<file path="config.mk">
export PLATFORM = sky130hd
export DESIGN_NAME = vga_timing_flat
export DESIGN_NICKNAME = d
export VERILOG_FILES = /design/src/rtl/vga_pkg.sv /design/src/rtl/vga_timing_if.sv /design/src/rtl/vga_axis_counter.sv /design/src/rtl/vga_timing.sv /design/src/flat_wrapper.sv
export SDC_FILE = /design/constraint.sdc
export NUM_CORES = 1
export LEC_CHECK = 0
export ABC_AREA = 1
export BUFFER_PORTS_ARGS = -buffer_cell sky130_fd_sc_hd__buf_2
export CORE_AREA = 8 8 62 70
export DETAILED_ROUTE_END_ITERATION = 8
export DIE_AREA = 0 0 70 78
export PLACE_DENSITY = 0.73
export SLEW_MARGIN = 30
export SYNTH_ARGS = -nofsm -noshare
export SYNTH_HDL_FRONTEND = slang
export SYNTH_SLANG_ARGS = --single-unit
</file>
<file path="constraint.sdc">
create_clock -name clk -period 1.5 [get_ports clk]
set_input_delay 0.3 -clock clk [delete_from_list [all_inputs] [get_ports clk]]
set_output_delay 0.3 -clock clk [all_outputs]
set_load 0.03 [all_outputs]
</file>
<file path="src/rtl/vga_pkg.sv">
// Shared VGA raster constants (640x480@60) and small helpers for the timing
// generator and any draw blocks that need to agree on the raster geometry.
package vga_pkg;

  // Raster positions are 10 bits wide; totals above 1024 cannot be represented.
  localparam int CNT_W = 10;

  typedef logic [CNT_W-1:0] pos_t;
  typedef logic [CNT_W:0]   pos_ext_t;

  localparam int VGA_H_RES  = 640;
  localparam int VGA_H_FP   = 16;
  localparam int VGA_H_SYNC = 96;
  localparam int VGA_H_BP   = 48;

  localparam int VGA_V_RES  = 480;
  localparam int VGA_V_FP   = 10;
  localparam int VGA_V_SYNC = 2;
  localparam int VGA_V_BP   = 33;

  function automatic int axis_total(input int active, input int fp,
                                    input int sync, input int bp);
    return active + fp + sync + bp;
  endfunction

  localparam int VGA_H_TOTAL = axis_total(VGA_H_RES, VGA_H_FP, VGA_H_SYNC, VGA_H_BP);
  localparam int VGA_V_TOTAL = axis_total(VGA_V_RES, VGA_V_FP, VGA_V_SYNC, VGA_V_BP);

endpackage

</file>
<file path="src/rtl/vga_timing_if.sv">
// Raster timing bundle: pixel strobe in, position and sync/enable flags out.
interface vga_timing_if;
  import vga_pkg::*;

  logic pix_en;
  pos_t sx;
  pos_t sy;
  logic de;
  logic hsync;
  logic vsync;
  logic line;
  logic frame;

  modport master (
    input  pix_en,
    output sx, sy, de, hsync, vsync, line, frame
  );

  modport slave (
    input pix_en, sx, sy, de, hsync, vsync, line, frame
  );

endinterface

</file>
<file path="src/rtl/vga_axis_counter.sv">
// One raster axis: wrapping position counter with a registered sync flag and
// a look-ahead active flag describing the position about to be loaded.
module vga_axis_counter
  import vga_pkg::*;
#(
  parameter int ACTIVE = VGA_H_RES,
  parameter int FP     = VGA_H_FP,
  parameter int SYNC   = VGA_H_SYNC,
  parameter int BP     = VGA_H_BP,
  parameter bit POL    = 1'b0
) (
  input  logic clk,
  input  logic rst,
  input  logic inc,
  output pos_t count,
  output logic wrap,
  output logic active,
  output logic sync
);

  localparam int       TOTAL      = axis_total(ACTIVE, FP, SYNC, BP);
  localparam pos_t     LAST       = pos_t'(TOTAL - 1);
  localparam pos_ext_t ACT_END    = pos_ext_t'(ACTIVE);
  localparam pos_ext_t SYNC_START = pos_ext_t'(ACTIVE + FP);
  localparam pos_ext_t SYNC_END   = pos_ext_t'(ACTIVE + FP + SYNC);

  pos_t     count_next;
  pos_ext_t count_ext;
  logic     sync_next;

  // Next-position decode; flags are derived from the value the counter will hold
  // so the registered outputs line up with the registered position.
  always_comb begin
    wrap       = inc && (count == LAST);
    count_next = count;
    if (inc) begin
      count_next = wrap ? '0 : count + pos_t'(1);
    end
    count_ext = pos_ext_t'(count_next);
    active    = count_ext < ACT_END;
    sync_next = (count_ext >= SYNC_START) && (count_ext < SYNC_END);
  end

  always_ff @(posedge clk) begin
    if (rst) begin
      count <= LAST;
      sync  <= ~POL;
    end else if (inc) begin
      count <= count_next;
      sync  <= sync_next ? POL : ~POL;
    end
  end

endmodule

</file>
<file path="src/rtl/vga_timing.sv">
// VGA raster timing generator: horizontal and vertical axis counters plus
// registered data-enable and line/frame start pulses.
module vga_timing
  import vga_pkg::*;
#(
  parameter int H_RES  = VGA_H_RES,
  parameter int H_FP   = VGA_H_FP,
  parameter int H_SYNC = VGA_H_SYNC,
  parameter int H_BP   = VGA_H_BP,
  parameter int V_RES  = VGA_V_RES,
  parameter int V_FP   = VGA_V_FP,
  parameter int V_SYNC = VGA_V_SYNC,
  parameter int V_BP   = VGA_V_BP,
  parameter bit H_POL  = 1'b0,
  parameter bit V_POL  = 1'b0
) (
  input logic          clk,
  input logic          rst,
  vga_timing_if.master bus
);

  logic h_wrap;
  logic h_act;
  logic v_inc;
  logic v_wrap;
  logic v_act;

  logic de_p1;
  logic line_p1;
  logic frame_p1;

  vga_axis_counter #(
    .ACTIVE (H_RES),
    .FP     (H_FP),
    .SYNC   (H_SYNC),
    .BP     (H_BP),
    .POL    (H_POL)
  ) h_axis (
    .clk    (clk),
    .rst    (rst),
    .inc    (bus.pix_en),
    .count  (bus.sx),
    .wrap   (h_wrap),
    .active (h_act),
    .sync   (bus.hsync)
  );

  // The vertical axis steps once per completed line.
  assign v_inc = bus.pix_en & h_wrap;

  vga_axis_counter #(
    .ACTIVE (V_RES),
    .FP     (V_FP),
    .SYNC   (V_SYNC),
    .BP     (V_BP),
    .POL    (V_POL)
  ) v_axis (
    .clk    (clk),
    .rst    (rst),
    .inc    (v_inc),
    .count  (bus.sy),
    .wrap   (v_wrap),
    .active (v_act),
    .sync   (bus.vsync)
  );

  // Stage 1: flags registered alongside the position they describe.
  always_ff @(posedge clk) begin
    if (rst) begin
      de_p1    <= 1'b0;
      line_p1  <= 1'b0;
      frame_p1 <= 1'b0;
    end else begin
      de_p1    <= h_act & v_act;
      line_p1  <= h_wrap;
      frame_p1 <= v_wrap;
    end
  end

  assign bus.de    = de_p1;
  assign bus.line  = line_p1;
  assign bus.frame = frame_p1;

endmodule

</file>
<file path="src/flat_wrapper.sv">
// flat-port wrapper written by rule: the top's interface ports become plain ports
module vga_timing_flat import vga_pkg::*;
#(
  parameter int H_RES  = VGA_H_RES,
  parameter int H_FP   = VGA_H_FP,
  parameter int H_SYNC = VGA_H_SYNC,
  parameter int H_BP   = VGA_H_BP,
  parameter int V_RES  = VGA_V_RES,
  parameter int V_FP   = VGA_V_FP,
  parameter int V_SYNC = VGA_V_SYNC,
  parameter int V_BP   = VGA_V_BP,
  parameter bit H_POL  = 1'b0,
  parameter bit V_POL  = 1'b0
)
  (clk, rst, bus_pix_en, bus_sx, bus_sy, bus_de, bus_hsync, bus_vsync, bus_line, bus_frame);
  vga_timing_if bus_i ();
  input logic clk;
  input logic rst;
  input wire logic [$bits(bus_i.pix_en)-1:0] bus_pix_en;
  output wire logic [$bits(bus_i.sx)-1:0] bus_sx;
  output wire logic [$bits(bus_i.sy)-1:0] bus_sy;
  output wire logic [$bits(bus_i.de)-1:0] bus_de;
  output wire logic [$bits(bus_i.hsync)-1:0] bus_hsync;
  output wire logic [$bits(bus_i.vsync)-1:0] bus_vsync;
  output wire logic [$bits(bus_i.line)-1:0] bus_line;
  output wire logic [$bits(bus_i.frame)-1:0] bus_frame;
  assign bus_i.pix_en = bus_pix_en;
  assign bus_sx = bus_i.sx;
  assign bus_sy = bus_i.sy;
  assign bus_de = bus_i.de;
  assign bus_hsync = bus_i.hsync;
  assign bus_vsync = bus_i.vsync;
  assign bus_line = bus_i.line;
  assign bus_frame = bus_i.frame;
  vga_timing #(.H_RES(H_RES), .H_FP(H_FP), .H_SYNC(H_SYNC), .H_BP(H_BP), .V_RES(V_RES), .V_FP(V_FP), .V_SYNC(V_SYNC), .V_BP(V_BP), .H_POL(H_POL), .V_POL(V_POL)) u_core (.clk(clk), .rst(rst), .bus(bus_i));
endmodule
</file>
==> out/metrics.yaml <==
power_and_ir_drop:
  irDropWorstVdd_v: 0.000794
  clockPowerShare: 0.154
  p_switching_uw: 913
  sequentialPowerShare: 0.364
  p_leak_uw: 0.00120
  netSwitchingFraction: 0.420
  p_int_uw: 1260
  p_comb_frac: 0.481
  power_density_nw_per_um2: 954
sta:
  tightest_slew_ns: 0.238
  period_needed_ns: 1.70
  slew_viol_final: 0
  finClkSkew_ns: 0.00526
  rsz0062_at_grt: "true"
  post-route-period-util: 1.13
  setup_viol: 8
  worst_slack_ns: -0.197
  hold_violations: 0
  max-slew-margin-rel: 0.841
  fmax_ghz: 0.589
placed_design:
  hpwlAfterDp_um: 3540
  gp_congestion: 0.957
  placed_cells: 339
  place_ws_ns: -0.170
  numPortBuffers: 27
worst_setup_path:
  critical_path_arrival_ns: 1.94
  worstPathRequired_ns: 1.75
  critical-path-max-stage-delay_ns: 0.39
  path_class: "reg -> reg"
  critical_path.slowest_cell: "dfxtp_4"
  endpoint_kind: "register"
  r2r_slack_ns: -0.20
  path_max_fanout: 7
  rr_startpoint: "u_core.h_axis.count[0]"
  startpoint: "u_core.h_axis.count[0]"
  crit_chain: "ha_4 -> nand3_4 -> inv_8 -> nand2_4 -> nor2_8 -> nand3_2 -> nand2_2 -> nand2_4 -> inv_2 -> nand2_2 -> nor3_2 -> nor3_1"
  start_kind: "register"
clock_tree:
  h-tree-depth: 1
  hold_buffers: 0
  ctsLongestPathBuffers: 2
  numCtsBuffers: 3
  insertion_delay_ns: 0.34
  clkTransAtPathRegs_ns: 0.15
  cts_tree: "yes"
  cts.sinks: 25
  cts_root_buf: "clkbuf_4"
logic_synthesis:
  syn-cell-area_um2: 1510
  synth-simple-area-share: 0.469
  synth_xor_area_frac: 0.0232
  syn_nets: 235
  ys_seq_elements: 25
  avgSynthCellArea_um2: 6.61
  synthMuxAreaShare: 0
  synth_top_family_by_area: "simple AND/OR/NAND/NOR gates"
  synthAdderAreaFrac: 0.0248
  seq_area_frac_synth: 0.331
  yosys_warnings: 0
  synthCells: 229
  synth-compound-area-share: 0.0579
  synthDistinctLibCells: 28
cells_and_area:
  antenna_cells: 0
  layout_commonest_cell: "nand2_1"
  layout.nets: 319
  instances_no_fill: 348
  area_delta_synth_final_pct: 50.7
  drive_gt1_frac: 0.487
  layout_common_cells: "58 x nand2_1, 53 x buf_4, 27 x buf_2"
die:
  rows: 22
  die_x_um: 70
  num_io_pins: 28
  coreArea_um2: 3190
  die_area_um2: 5460
  start_util: 0.474
  fp.dieH_um: 78
run:
  drv_cap: 0
min_path:
  min_path_type: "in -> reg"
  hp-start: "rst"
detailed_routing:
  routed_wl_um: 4770
  ant_nets: 0
  drtIter0Drc: 145
  drt_first_pass_iters: 4
  vias_per_cell: 5.11
  vias: 1779
  wl_per_cell_um: 13.7
  post-route-drc-count: 0
global_route:
  grt_max_degree: 16
  grt_pass1_vias: 1708
  gr-total-overflow: 0
  antenna_found_initial: 0
  track_usage: 0.169
  grt_pass1_wl_um: 7710
outcome:
  status: "complete, but fails checks"
  violations: "negative setup slack"
==> worst max-delay path: cells and delay by family (launching register included) <==
family                   cells  cell delay [ns]
adder cells (fa/ha/maj)      1             0.14
flip-flops                   1             0.39
buffers and inverters        2             0.16
AND/OR/NAND/NOR              9             0.90
==> metrics by stage <==
stage	hold WS, ns	cell area [um2]	setup TNS (ns)	utilization	power, uW
2_1_floorplan	0.535	1550	-0.200	-	1340
3_5_place_dp	0.465	2090	-0.538	0.654	1700
3_3_place_gp	0.452	2090	-0.480	0.654	1680
4_1_cts	0.285	2200	-0.347	0.689	2100
5_1_grt	0.301	2280	-1.47	0.714	2300
6_report	0.298	2280	-0.668	0.714	2170
==> kinds of logic (layout without fill, tap and decap cells) <==
logic type               count (synthesis)  count (layout)
AND/OR/NAND/NOR                        145             145
buffers and inverters                   35             118
flip-flops                              25              25
AO/OA/AOI/OAI                           17              17
XOR/XNOR                                 4               4
adder cells (fa/ha/maj)                  3               3
==> area by class of cell <==
class | count | area (um2)
Multi-Input combinational cell | 169 | 995
Fill cell | 270 | 913
Timing Repair Buffer | 82 | 556
Sequential cell | 25 | 526
Inverter | 32 | 130
Tap cell | 36 | 45.0
Clock buffer | 3 | 22.5
Clock inverter | 1 | 6.26
==> registers in the layout (all words and copies together) (netlist names) <==
signal               cells
u_core.v_axis.sync       1
u_core.bus.frame         1
u_core.bus.de            1
u_core.h_axis.count     10
u_core.bus.line          1
u_core.v_axis.count     10
u_core.h_axis.sync       1
==> cell usage after synthesis, drive strengths merged <==
cell / number / share of area
clkbuf: 2 / 0.0050
o31ai: 1 / 0.0050
nand4: 7 / 0.029
inv: 29 / 0.074
a21oi: 5 / 0.017
nor2: 35 / 0.12
ha: 3 / 0.025
buf: 1 / 0.0050
nor3: 4 / 0.021
dfxtp: 25 / 0.33
o21ai: 11 / 0.036
clkinv: 3 / 0.011
nand3: 26 / 0.10
nand2: 72 / 0.20
nor4: 1 / 0.0041
xor2: 4 / 0.023
==> per-layer routing <==
layer  part of all wire  wire (um)  GRT usage
met5                  0          0          0
met4              0.028        132     0.0926
met3              0.049        232     0.0344
met2               0.51       2430      0.296
met1               0.41       1970      0.185
==> power by group through the flow <==
stage               Clock, uW  Combinational [uW]  Sequential (uW)
global route              362                1130              800
detailed placement          0                 899              803
finish                    336                1050              792
global placement            0                 885              800
floorplan                   0                 412              927
CTS                       344                 962              789
==> what timing repair did <==
item	4_1_cts	5_1_grt
resized for setup	22	18
setup buffers	2	3
pin swaps	6	11
endpoints found under the setup margin	7	15
==> worst paths after layout <==
kind | end | depth (start not counted)
max | u_core.bus.de | 12
min | u_core.h_axis.count[9] | 3
max reg2reg | u_core.bus.de | 12
min reg2reg | u_core.h_axis.sync | 2
Note: power is estimated with default switching activity, not from simulation.
